### config.mk
export PLATFORM = sky130hd
export DESIGN_NAME = wb_stage_p
export DESIGN_NICKNAME = d
export VERILOG_FILES = /design/src/rtl/wb_stage_p.sv
export SDC_FILE = /design/constraint.sdc
export NUM_CORES = 1
export LEC_CHECK = 0
export ABC_AREA = 1
export CORE_UTILIZATION = 30
export DETAILED_ROUTE_END_ITERATION = 6
export HOLD_SLACK_MARGIN = 0.12
export PLACE_DENSITY = 0.62
export RECOVER_POWER = 50
export SYNTH_ARGS = -nofsm -noshare
export SYNTH_HDL_FRONTEND = slang
export SYNTH_SLANG_ARGS = --single-unit
export TNS_END_PERCENT = 50
### constraint.sdc
create_clock -name clk -period 1.82 [get_ports clk]
set_input_delay 0.182 -clock clk [delete_from_list [all_inputs] [get_ports clk]]
set_output_delay 0.182 -clock clk [all_outputs]
set_load 0.1 [all_outputs]
### src/rtl/wb_stage_p.sv
// wb_stage_p: MEM/WB pipeline entry, load extraction/extension, register-file
// write port, one-cycle forwarding hold and misaligned-load detection.
// Optional: define WB_RETIRE_CNT_EN to add the 32-bit retire_cnt output.
module wb_stage_p #(
  parameter int DATA_W   = 32,
  parameter int ADDR_W   = 5,
  parameter int ZERO_REG = 1
) (
  input  logic              clk,
  input  logic              rst,
  input  logic              in_valid,
  output logic              in_ready,
  input  logic              stall,
  input  logic              flush,
  input  logic              wite_reg_in,
  input  logic [ADDR_W-1:0] wite_reg_addr_in,
  input  logic              read_mem_in,
  input  logic [1:0]        mem_size_in,
  input  logic              mem_unsigned_in,
  input  logic [DATA_W-1:0] alu_in,
  input  logic [DATA_W-1:0] mem_data_in,
  output logic              wite_Rreg,
  output logic [ADDR_W-1:0] wite_Rreg_addr,
  output logic [DATA_W-1:0] wite_Rreg_data,
  output logic              fwd_valid,
  output logic [ADDR_W-1:0] fwd_addr,
  output logic [DATA_W-1:0] fwd_data,
  output logic              misalign_err
`ifdef WB_RETIRE_CNT_EN
  ,
  output logic [31:0]       retire_cnt
`endif
);

  localparam int OFF_W = $clog2(DATA_W / 8);

  typedef struct packed {
    logic              wr;
    logic [ADDR_W-1:0] addr;
    logic              rd;
    logic [1:0]        size;
    logic              uns;
    logic [DATA_W-1:0] alu;
    logic [DATA_W-1:0] mdat;
  } entry_t;

  entry_t            e_q;
  logic              valid_q;
  logic              capture;
  logic [OFF_W-1:0]  off;
  logic [DATA_W-1:0] sh;
  logic [DATA_W-1:0] byte_ext, half_ext, word_ext;
  logic [DATA_W-1:0] ld_data, wb_data;
  logic              err;

  assign in_ready = !stall;
  assign capture  = in_valid && in_ready && !flush;

  // Pipeline entry: every accepted instruction lives for exactly one cycle.
  always_ff @(posedge clk) begin
    if (rst) begin
      valid_q <= 1'b0;
      e_q     <= '0;
    end else begin
      valid_q <= capture;
      if (capture) begin
        e_q.wr   <= wite_reg_in;
        e_q.addr <= wite_reg_addr_in;
        e_q.rd   <= read_mem_in;
        e_q.size <= mem_size_in;
        e_q.uns  <= mem_unsigned_in;
        e_q.alu  <= alu_in;
        e_q.mdat <= mem_data_in;
      end
    end
  end

  // Low address bits select the byte lane inside the aligned memory word.
  assign off      = e_q.alu[OFF_W-1:0];
  assign sh       = e_q.mdat >> {off, 3'b000};
  assign byte_ext = {{(DATA_W-8){sh[7] & ~e_q.uns}}, sh[7:0]};
  assign half_ext = {{(DATA_W-16){sh[15] & ~e_q.uns}}, sh[15:0]};

  // A word load on a 32-bit datapath is already the full width.
  if (DATA_W == 64) begin : g_w64
    assign word_ext = {{(DATA_W-32){sh[31] & ~e_q.uns}}, sh[31:0]};
  end else begin : g_w32
    assign word_ext = sh;
  end

  // Size select; dword on a 32-bit datapath degenerates to the full word.
  always_comb begin
    ld_data = sh;
    case (e_q.size)
      2'b00:   ld_data = byte_ext;
      2'b01:   ld_data = half_ext;
      2'b10:   ld_data = word_ext;
      default: ld_data = sh;
    endcase
  end

  // Misalignment check only matters for load entries that are live.
  always_comb begin
    err = 1'b0;
    if (valid_q && e_q.rd) begin
      case (e_q.size)
        2'b01:   err = off[0];
        2'b10:   err = (off[1:0] != 2'b00);
        2'b11:   err = (off != '0);
        default: err = 1'b0;
      endcase
    end
  end

  assign wb_data      = e_q.rd ? ld_data : e_q.alu;
  assign misalign_err = err;
  assign wite_Rreg    = valid_q && e_q.wr && !err &&
                        !((ZERO_REG != 0) && (e_q.addr == '0));

  // fwd_* always holds the last written pair, so idle cycles replay it
  // on the write port instead of zeroing address/data.
  assign wite_Rreg_addr = wite_Rreg ? e_q.addr : fwd_addr;
  assign wite_Rreg_data = wite_Rreg ? wb_data  : fwd_data;

  // Forwarding hold: captures each register-file write for one cycle.
  always_ff @(posedge clk) begin
    if (rst) begin
      fwd_valid <= 1'b0;
      fwd_addr  <= '0;
      fwd_data  <= '0;
    end else begin
      fwd_valid <= wite_Rreg;
      if (wite_Rreg) begin
        fwd_addr <= e_q.addr;
        fwd_data <= wb_data;
      end
    end
  end

`ifdef WB_RETIRE_CNT_EN
  logic [31:0] retire_cnt_q;

  // Retire counter: every error-free live entry, write or not; wraps freely.
  always_ff @(posedge clk) begin
    if (rst) retire_cnt_q <= '0;
    else if (valid_q && !err) retire_cnt_q <= retire_cnt_q + 32'd1;
  end

  assign retire_cnt = retire_cnt_q;
`endif

endmodule
==> results of run 1 <==
state kept, by name, indices dropped and copies added, names as in the netlist:
| name | count |
|---|---|
| fwd_data | 32 |
| fwd_addr | 5 |
| e_q | 74 |
| fwd_valid | 1 |
| valid_q | 1 |
per-layer routing:
metal | routed length [um] | up-vias
li1 | - | 2820
met5 | 0 | -
met1 | 8040 | 2490
met2 | 8440 | 137
met4 | 306 | 0
met3 | 978 | 25
cells by family after synthesis:
group | count (synthesis) | synth area share [%]
AOI/OAI and AO/OA | 159 | 19.2
buffers and inverters | 152 | 12.0
DFF | 113 | 43.3
and+or+nand+nor | 337 | 25.5
path summary, 6_finish.rpt:
| path | start | to | cells past startpoint |
|---|---|---|---|
| setup / recovery | e_q[32] | wite_Rreg_data[18] | 10 |
| setup reg to reg | e_q[32] | fwd_data[28] | 15 |
| hold reg to reg | e_q[62] | e_q[62] | 2 |
| hold / removal | rst | fwd_data[3] | 2 |
stage by stage:
step                      power (mW)  setup WS, ns  util (%)
after floorplan                 3.03        -0.148         -
after global placement          3.39        0.0558      45.1
after detailed placement        3.39        0.0402      45.1
after CTS                       6.55        -0.295      52.1
after global routing            6.78        -0.383      53.4
final                           6.54        -0.281      53.4
final cells by class:
class | count | area [um2] | share of cell area (%)
antenna | 1 | 2.50 | 0.0280
clock buffer | 17 | 425 | 4.76
clock inverter | 15 | 121 | 1.36
inverter | 100 | 408 | 4.56
multi-input combinational | 496 | 2860 | 32.0
sequential | 113 | 2290 | 25.6
tap | 220 | 275 | 3.08
timing repair buffer | 218 | 2560 | 28.7
critical path, stage by stage (launching register included):
cell and delay, ns:
dfxtp_4 0.38, buf_12 0.15, nand2_1 0.08, nand3_2 0.08, nand2_2 0.09, nand3_4 0.12
buf_16 0.17, nand3_1 0.09, nand2_2 0.08, nand2_2 0.08, buf_12 0.17
cells in the final DEF (no fill, tap or decap), types with 2 or more instances in the layout:
master           instances
a211oi_1                74
a21oi_1                 48
a21oi_2                  6
buf_12                  52
buf_16                   4
buf_4                   47
buf_6                    5
buf_8                    2
clkbuf_16               18
clkbuf_2                29
clkdlybuf4s50_1         76
clkinv_2                 7
clkinv_4                 3
clkinvlp_4               8
dfxtp_1                 99
dfxtp_2                 11
dfxtp_4                  3
inv_1                   83
inv_2                    9
inv_4                    2
nand2_1                 80
nand2_2                 69
nand2_4                  8
nand3_1                 16
nand3_2                 12
nand3_4                  5
nor2_1                 119
nor2_2                  19
nor2_4                   7
o211ai_1                 7
o21ai_0                  6
o21ai_1                  4
o21ai_2                 10
o21ai_4                  3
power by group through the flow:
stage	logic [mW]	clock network (mW)	registers [mW]
floorplan	0.368	0	2.66
global placement	0.728	0	2.66
detailed placement	0.732	0	2.66
CTS	0.799	3.13	2.61
global route	0.907	3.25	2.62
finish	0.839	3.08	2.62
what timing repair did:
item	CTS	global route
hold endpoints to repair	0	0
resized for setup	132	71
gates cloned	6	1
setup endpoints to repair	38	39
pin swaps	23	28
buffers inserted	14	6
==> qor_table.md, run 1 <==
| Parameter | Value |
| --- | --- |
| Post-synth EDFFs | 0 |
| Final cell count without fillers | 1180 |
| Dominant synthesized flop cell | dfxtp_1 |
| Synth-to-layout area growth | 71.3% |
| Final Wtd Congestion | 0.953 |
| Number of antenna violations at the first check in global routing | 1 |
| Total power density per cell area | 731 nW/um2 |
| Share of final-layout standard cells stronger than drive strength 1 | 35.8% |
| Startpoint type of the worst setup path | flop |
| Hold Path Class | input port to flop |
| Number of flip-flops and latches in the synthesized netlist | 113 |
| Crit path required time | 1.64 ns |
| Area leader, netlist | dfxtp_1 |
| Proportion of synthesized flip-flops having asynchronous set or reset | 0% |
| Unrepaired setup endpoints after global routing | yes |
| Post-route DRC violation count | 0 |
| Post-layout nets | 1025 |
| Clock period minus worst slack | 2.10 ns |
| Highest attainable clock frequency | 476 MHz |
| Antenna-violating nets left | 0 |
| Netlist Area Pre-Place | 5220 um2 |
| Cell count after synthesis | 761 |
| Average footprint of a synthesized cell | 6.86 um2 |
| Data arrival time of the critical path | 1.92 ns |
| Later-pin clock latency in the skew report | 0.42 ns |
| First-pass GRT wire length | 28.2 mm |
| Number of nets in the synthesized netlist | 840 |
| First-pass DRT Iterations | 4 |
| Number of levels the H-tree was split into | 4 |
| Net switching share of the total power | 26.4% |
| Switching power of the nets | 1.73 mW |
| Total Negative Setup Slacks | -11.27 ns |
| CTS tree | built |
| Post-Route Skew | 0.00937 ns |
| Final setup vio count | 84 |
| Placeable core area | 16800 um2 |
| P_leak | 3.64 nW |
| Starting utilization of the core area | 31.2% |
| Met3 routing resource usage after global routing | 6.20% |
| Post-synth cell types | 21 |
| Yosys synthesis warning count | 0 |
| DP Wirelength | 12.2 mm |
| Sequential fraction of the synthesis area | 43.3% |
| Met1 GRT Util | 25.6% |
| Share of power burned in combinational logic | 12.8% |
| Congestion Overflow GR | 0 |
| Per-cell via count in the routed design | 4.64 |
| Quantity of hold-fixing buffers added after cts | 0 |
| Via count of the first global-routing pass | 5458 |
| Top-level I/O count | 157 |
| Dominant cell by count in the synthesized netlist | nand2_1 |
| Number of maximum-capacitance constraint violations | 0 |
| Height of the chip | 134 um |
| Number of filler instances in the final layout | 1588 |
| Peak-usage layer in the global routing report | met2 |
| Critical path class | flop to output port |
| Number of placement rows | 47 |
| Clk buf depth | 2 |
| Pin count of the biggest net entering global routing | 51 |
| Internal cell power | 4.81 mW |
| Final slew viol count | 0 |
| Max transition margin | 24.8% |
| Met2 track utilization from global routing | 33.1% |
| Hold_ws | 0.199 ns |
| Clock tree root buffer cell | clkbuf_16 |
| Total Die Area | 17900 um2 |
| CP Capture Type | output port |
| Top post-synthesis cells by count | nand2_1, nor2_1, dfxtp_1 |
| Peak ir drop on the vdd network | 0.646 mV |
| Cell Count Post-Placement | 1121 |
| Violations in the final reports | negative setup slack |
| Pin slew with the least headroom to its limit | 1.13 ns |
| Part of the cycle the worst path needs | 115% |
| Global router's overall resource usage | 20.4% |
| Instance area after placement | 7560 um2 |
| Iter 0 DRT Violations | 233 |
| Status | complete, but fails checks |
| Worst reg-to-reg setup slack | -0.28 ns |
| Number of clock buffers inserted by TritonCTS | 17 |
| Clock power frac | 47.1% |
| Clk sink count | 113 |
| Share of the synthesized area in the top cell type | 43.3% |
| Largest fanout of any net on the critical path | 14 |
| Clock transition at path regs | 0.05 ns |
| WL per Instance | 15.1 um |
| Portion of total power attributed to sequential cells | 40.0% |
| # port buffers | 156 |
| Final count of hold timing violations | 0 |
| Via Count | 5472 |
| Area of all placed cells without fillers | 8940 um2 |
| Overall routed net length | 17.8 mm |
| Post-route setup slack | -0.281 ns |
| Biggest area contributors in the synthesized netlist | dfxtp_1, nand2_1, a211oi_1 |
| Chip Width | 134 um |
Note: power is estimated with default switching activity, not from simulation.
==> run 2, diff against run 1 <==
Settings changed: RECOVER_POWER 50 to 100.
==> run 2 against run 1 <==
The run still ends with negative setup slack left. Sequential share of layout area increased by 0.079 points. Clock power about the same. Utilization fell by 0.16 points. Flip-flop and latch count stayed put. Final cell count did not move. First-iteration DRC count grew 16%. Clock skew about the same. Combinational power hardly changed. Largest power group unchanged. Highest routed layer unchanged.
==> qor_table.md, run 2 (same netlist as run 1, synthesis figures left out) <==
| Parameter | Value |
| --- | --- |
| Total Negative Setup Slacks | -11.32 ns |
| Delay contributed by the slowest stage of the critical path | 0.38 ns |
| Top-level I/O count | 157 |
| First-pass DRT Iterations | 4 |
| Crit path required time | 1.64 ns |
| Quantity of hold-fixing buffers added after cts | 0 |
| Chip Width | 134 um |
| Post-layout nets | 1025 |
| Flip-flop count of the largest register, all copies and words added | 74 |
| Library cell contributing the largest single delay on the critical path | dfxtp_4 |
| Clock tree root buffer cell | clkbuf_16 |
| Starting utilization of the core area | 31.2% |
| Per-cell via count in the routed design | 4.65 |
| DP Wirelength | 12.2 mm |
| Destination of the worst hold path | fwd_data[3] |
| Number of antenna violations at the first check in global routing | 1 |
| Reg-to-reg critical path startpoint | e_q[32] |
| Hold Path Origin | rst |
| Critical path class | flop to output port |
| Post-route setup slack | -0.279 ns |
| Post-Route Skew | 0.00957 ns |
| # port buffers | 156 |
| Number of maximum-capacitance constraint violations | 0 |
| Part of the cycle the worst path needs | 115% |
| Total power density per cell area | 733 nW/um2 |
| Depth of the worst hold-timing path | 2 |
| Final cell count without fillers | 1180 |
| Pin count of the biggest net entering global routing | 51 |
| First-pass GRT wire length | 28.2 mm |
| Data arrival time of the critical path | 1.92 ns |
| P_leak | 3.63 nW |
| CP Capture Type | output port |
| Largest fanout of any net on the critical path | 8 |
| Post-placement setup slack | 0.0402 ns |
| Highest attainable clock frequency | 476 MHz |
| Number of filler instances in the final layout | 1593 |
| Final count of hold timing violations | 0 |
| Largest registers | e_q x74, fwd_data x32, fwd_addr x5 |
| Pin slew with the least headroom to its limit | 1.13 ns |
| Worst reg-to-reg setup slack | -0.27 ns |
| Startpoint type of the worst setup path | flop |
| Series of cell instances along the critical path | inv_6 > o21ai_4 > nand2_2 > nand3_4 > buf_12 > buf_12 > nor2_2 > nand2_2 > nand2_2 > buf_12 |
| Final setup vio count | 82 |
| CTS tree | built |
| Clock transition at path regs | 0.05 ns |
| Max transition margin | 24.6% |
| Clock period minus worst slack | 2.10 ns |
| Height of the chip | 134 um |
| Status | complete, but fails checks |
| Post-route DRC violation count | 0 |
| FF-to-FF End | fwd_data[28] |
| Global router's overall resource usage | 20.4% |
| WL per Instance | 15.0 um |
| Congestion Overflow GR | 0 |
| Most common library cell in the layout ignoring fill and taps | nor2_1 |
| Share of final-layout standard cells stronger than drive strength 1 | 35.8% |
| Unrepaired setup endpoints after global routing | yes |
| Clk buf depth | 2 |
| Placeable core area | 16800 um2 |
| Cell Count Post-Placement | 1121 |
| Via Count | 5488 |
| Iter 0 DRT Violations | 271 |
| Synth-to-layout area growth | 70.8% |
| Register name with the most flops | e_q |
| Clk sink count | 113 |
| Violations in the final reports | negative setup slack |
| Later-pin clock latency in the skew report | 0.42 ns |
| Hold Path Class | input port to flop |
| Final Wtd Congestion | 0.953 |
| Peak ir drop on the vdd network | 0.649 mV |
| R2r worst-path depth | 15 |
| Overall routed net length | 17.8 mm |
| Antenna-violating nets left | 0 |
| Final slew viol count | 0 |
| Total Die Area | 17900 um2 |
| Number of levels the H-tree was split into | 4 |
| Most frequent cells in the layout | nor2_1, dfxtp_1, inv_1 |
| Number of clock buffers inserted by TritonCTS | 17 |
| Number of placement rows | 47 |
| Via count of the first global-routing pass | 5458 |
## run 2: area by class of cell
| class | count | area, um2 | area share (%) |
|---|---|---|---|
| diodes | 1 | 2.50 | 0.0281 |
| clock buffers | 17 | 425 | 4.77 |
| clock inverters | 15 | 121 | 1.36 |
| inverters | 100 | 408 | 4.57 |
| multi-input cells | 496 | 2860 | 32.1 |
| flip-flops and latches | 113 | 2290 | 25.6 |
| well taps | 220 | 275 | 3.09 |
| repair buffers | 218 | 2540 | 28.4 |
## run 2: routing by layer
| metal | vias to the layer above | GRT usage [%] | wire (um) |
|---|---|---|---|
| met3 | 23 | 6.20 | 1020 |
| met4 | 0 | 6.63 | 302 |
| met5 | - | 0 | 0 |
| met2 | 149 | 33.1 | 8420 |
| li1 | 2819 | - | - |
| met1 | 2497 | 25.6 | 8010 |
## run 2: timing repair
action,in CTS,in global routing
setup endpoints to repair,38,39
gates cloned,6,1
setup buffers,14,6
pin swaps,23,28
gates resized for setup,132,71
## run 2: power breakdown
part	leakage [nW]	internal [mW]	switching, mW
combinational	2.44	0.388	0.452
sequential	0.927	2.56	0.0519
clock	0.264	1.86	1.23
## run 2: metrics by stage
step	cell area, um2	hold WS (ns)	util [%]	total power [mW]
3_3_place_gp	7560	0.444	45.1	3.39
5_1_grt	8920	0.210	53.2	6.78
2_1_floorplan	5270	0.358	-	3.03
6_report	8920	0.198	53.2	6.54
4_1_cts	8740	0.193	52.1	6.55
3_5_place_dp	7560	0.445	45.1	3.39
## run 2: worst max path at each step
stage            start            endpoint  slack (ns)  depth (start not counted)
3_5_place_dp   e_q[32]  wite_Rreg_data[30]        0.04                          9
5_1_grt        e_q[32]   wite_Rreg_data[6]       -0.38                          9
4_1_cts        e_q[32]  wite_Rreg_data[20]       -0.30                         10
2_1_floorplan  e_q[67]  wite_Rreg_data[28]       -0.15                          9
3_3_place_gp     stall             e_q[33]        0.06                          7
6_report       e_q[32]  wite_Rreg_data[11]       -0.28                         10
## run 2: critical path: cells and delay by family (launching register included)
kind                   cells  cell delay (ns)
AOI/OAI and AO/OA          1             0.06
buffers and inverters      4             0.59
DFF                        1             0.38
and+or+nand+nor            5             0.46
==> run 3, diff against run 2 <==
Settings changed: SLEW_MARGIN from default to 10.
==> results of run 3 <==
No change in the layout: final DEF, timing and power equal those of run 2.
==> RTL change, RTL diff (flow settings as in run 3) <==
Build with the macro `WB_RETIRE_CNT_EN` defined.
--- a/src/rtl/wb_stage_p.sv
+++ b/src/rtl/wb_stage_p.sv
@@ -3,2 +3,4 @@
 // Optional: define WB_RETIRE_CNT_EN to add the 32-bit retire_cnt output.
+`define WB_RETIRE_CNT_EN
+
 module wb_stage_p #(
Behaviour (old outputs only; new: retire_cnt): unchanged (equiv_simple and equiv_induct, registers matched by name and starting in step).
==> RTL change against run 3 <==
The flow still finishes with violations (negative setup slack). Area after synthesis up 35%. Via count rose by 42%. Wire length up 41%. Cell area grew 23%. Sequential power increased by 26%. Total power increased by 20%. Sequential share of layout area up 1.4 points. Hold slack better by 0.18 ns. Sequential cell count is 32 higher. Clock power rose by 19%. Worst setup slack got worse by 0.12 ns. Critical path type unchanged. Critical endpoint is now wite_Rreg_addr[3]. Largest power group unchanged. Highest routed layer unchanged.
==> RTL change: results <==
export IMPL_setup_viol=41
export IMPL_clk_latency_ns=0.44
export IMPL_synth_compound_area_frac=0.210
export IMPL_seq_cell_count=145
export IMPL_buf_share=0.246
export IMPL_synth_fp_nets=1156
export IMPL_nFillCells=2320
export IMPL_drt_iter0_markers=496
export IMPL_min_period_ns=2.21
export IMPL_sw_frac_of_total=0.270
export IMPL_hpwl_um=18100
export IMPL_sh_seq_area=0.271
export IMPL_ys_types=33
export IMPL_cp_slowest_cell="dfxtp_4"
export IMPL_holdBufCountCts=1
export IMPL_portBuffers=188
export IMPL_signal_buffers=262
export IMPL_drtPass1Iterations=6
export IMPL_setup_tns_ns=-12.89
export IMPL_drive_above_1_share=0.294
export IMPL_fin_worst_skew_ns=0.0161
export IMPL_grtUsageTotal=0.210
export IMPL_arrival_ns=2.03
export IMPL_largest_reg_flops=74
export IMPL_pg_comb_w=0.000855
export IMPL_ir_worst_vdd_mv=0.619
export IMPL_dr_total_vias=7769
export IMPL_combPwrFrac=0.109
export IMPL_synth_flop_cell="dfxtp_1"
export IMPL_antenna_found_initial=0
export IMPL_grt_start_max_net_pins=68
export IMPL_grt_pass1_wl_um=39500
export IMPL_seqPwrFrac=0.421
export IMPL_diodes=0
export IMPL_clkTransAtPathRegs_ns=0.07
export IMPL_ys_top_cells_by_area="dfxtp_1 41%, nand2_1 14%, a21oi_1 12%"
export IMPL_nets=1377
export IMPL_multi_input_area_share=0.344
export IMPL_setup_slack_ns=-0.394
export IMPL_yosys_area_share_adder=0.00177
export IMPL_relSlewSlack=0.531
export IMPL_inverters_excl_clock=135
export IMPL_status="complete, but fails checks"
export IMPL_wl_per_cell_um=15.4
export IMPL_ctsResizeCount=83
export IMPL_place_congestion=0.955
export IMPL_violations="negative setup slack"
export IMPL_synth_xor_area_frac=0.00372
export IMPL_pre_cts_ws_ns=-0.0254
export IMPL_multi_input_gates=736
export IMPL_ys_seq_area_frac=0.411
export IMPL_crit_buf_inv=6
export IMPL_clockNetworkAreaShare=0.0559
export IMPL_p_leak_nw=4.37
export IMPL_first_global_vias=7341
export IMPL_crit_fanout=7
export IMPL_synthTopCellsByCount="257 x nand2_1, 168 x a21oi_1, 145 x dfxtp_1"
export IMPL_root_buffer="clkbuf_16"
-- RTL change: stage by stage --
step,hold WS (ns),util,instances,instance area [um2]
after CTS,0.355,0.476,1619,10900
after global routing,0.399,0.478,1623,10900
after floorplan,0.373,-,1076,7150
after detailed placement,0.438,0.431,1569,9840
after global placement,0.434,0.431,1569,9840
final,0.382,0.478,1623,10900
-- RTL change: layer usage --
layer  GRT usage  part of all wire  vias up
met3      0.0546             0.072       19
met1       0.276              0.45     3592
met5           0                 0        -
met2       0.340              0.47      247
met4      0.0593            0.0095        0
li1            -                 -     3911
-- RTL change: worst paths after layout --
path,start,to,slack (ns),cells past startpoint
setup / recovery,e_q[32],wite_Rreg_addr[3],-0.39,10
hold / removal,alu_in[31],e_q[63],0.38,3
setup reg to reg,e_q[32],fwd_data[24],-0.26,15
hold reg to reg,e_q[0],e_q[0],0.45,2
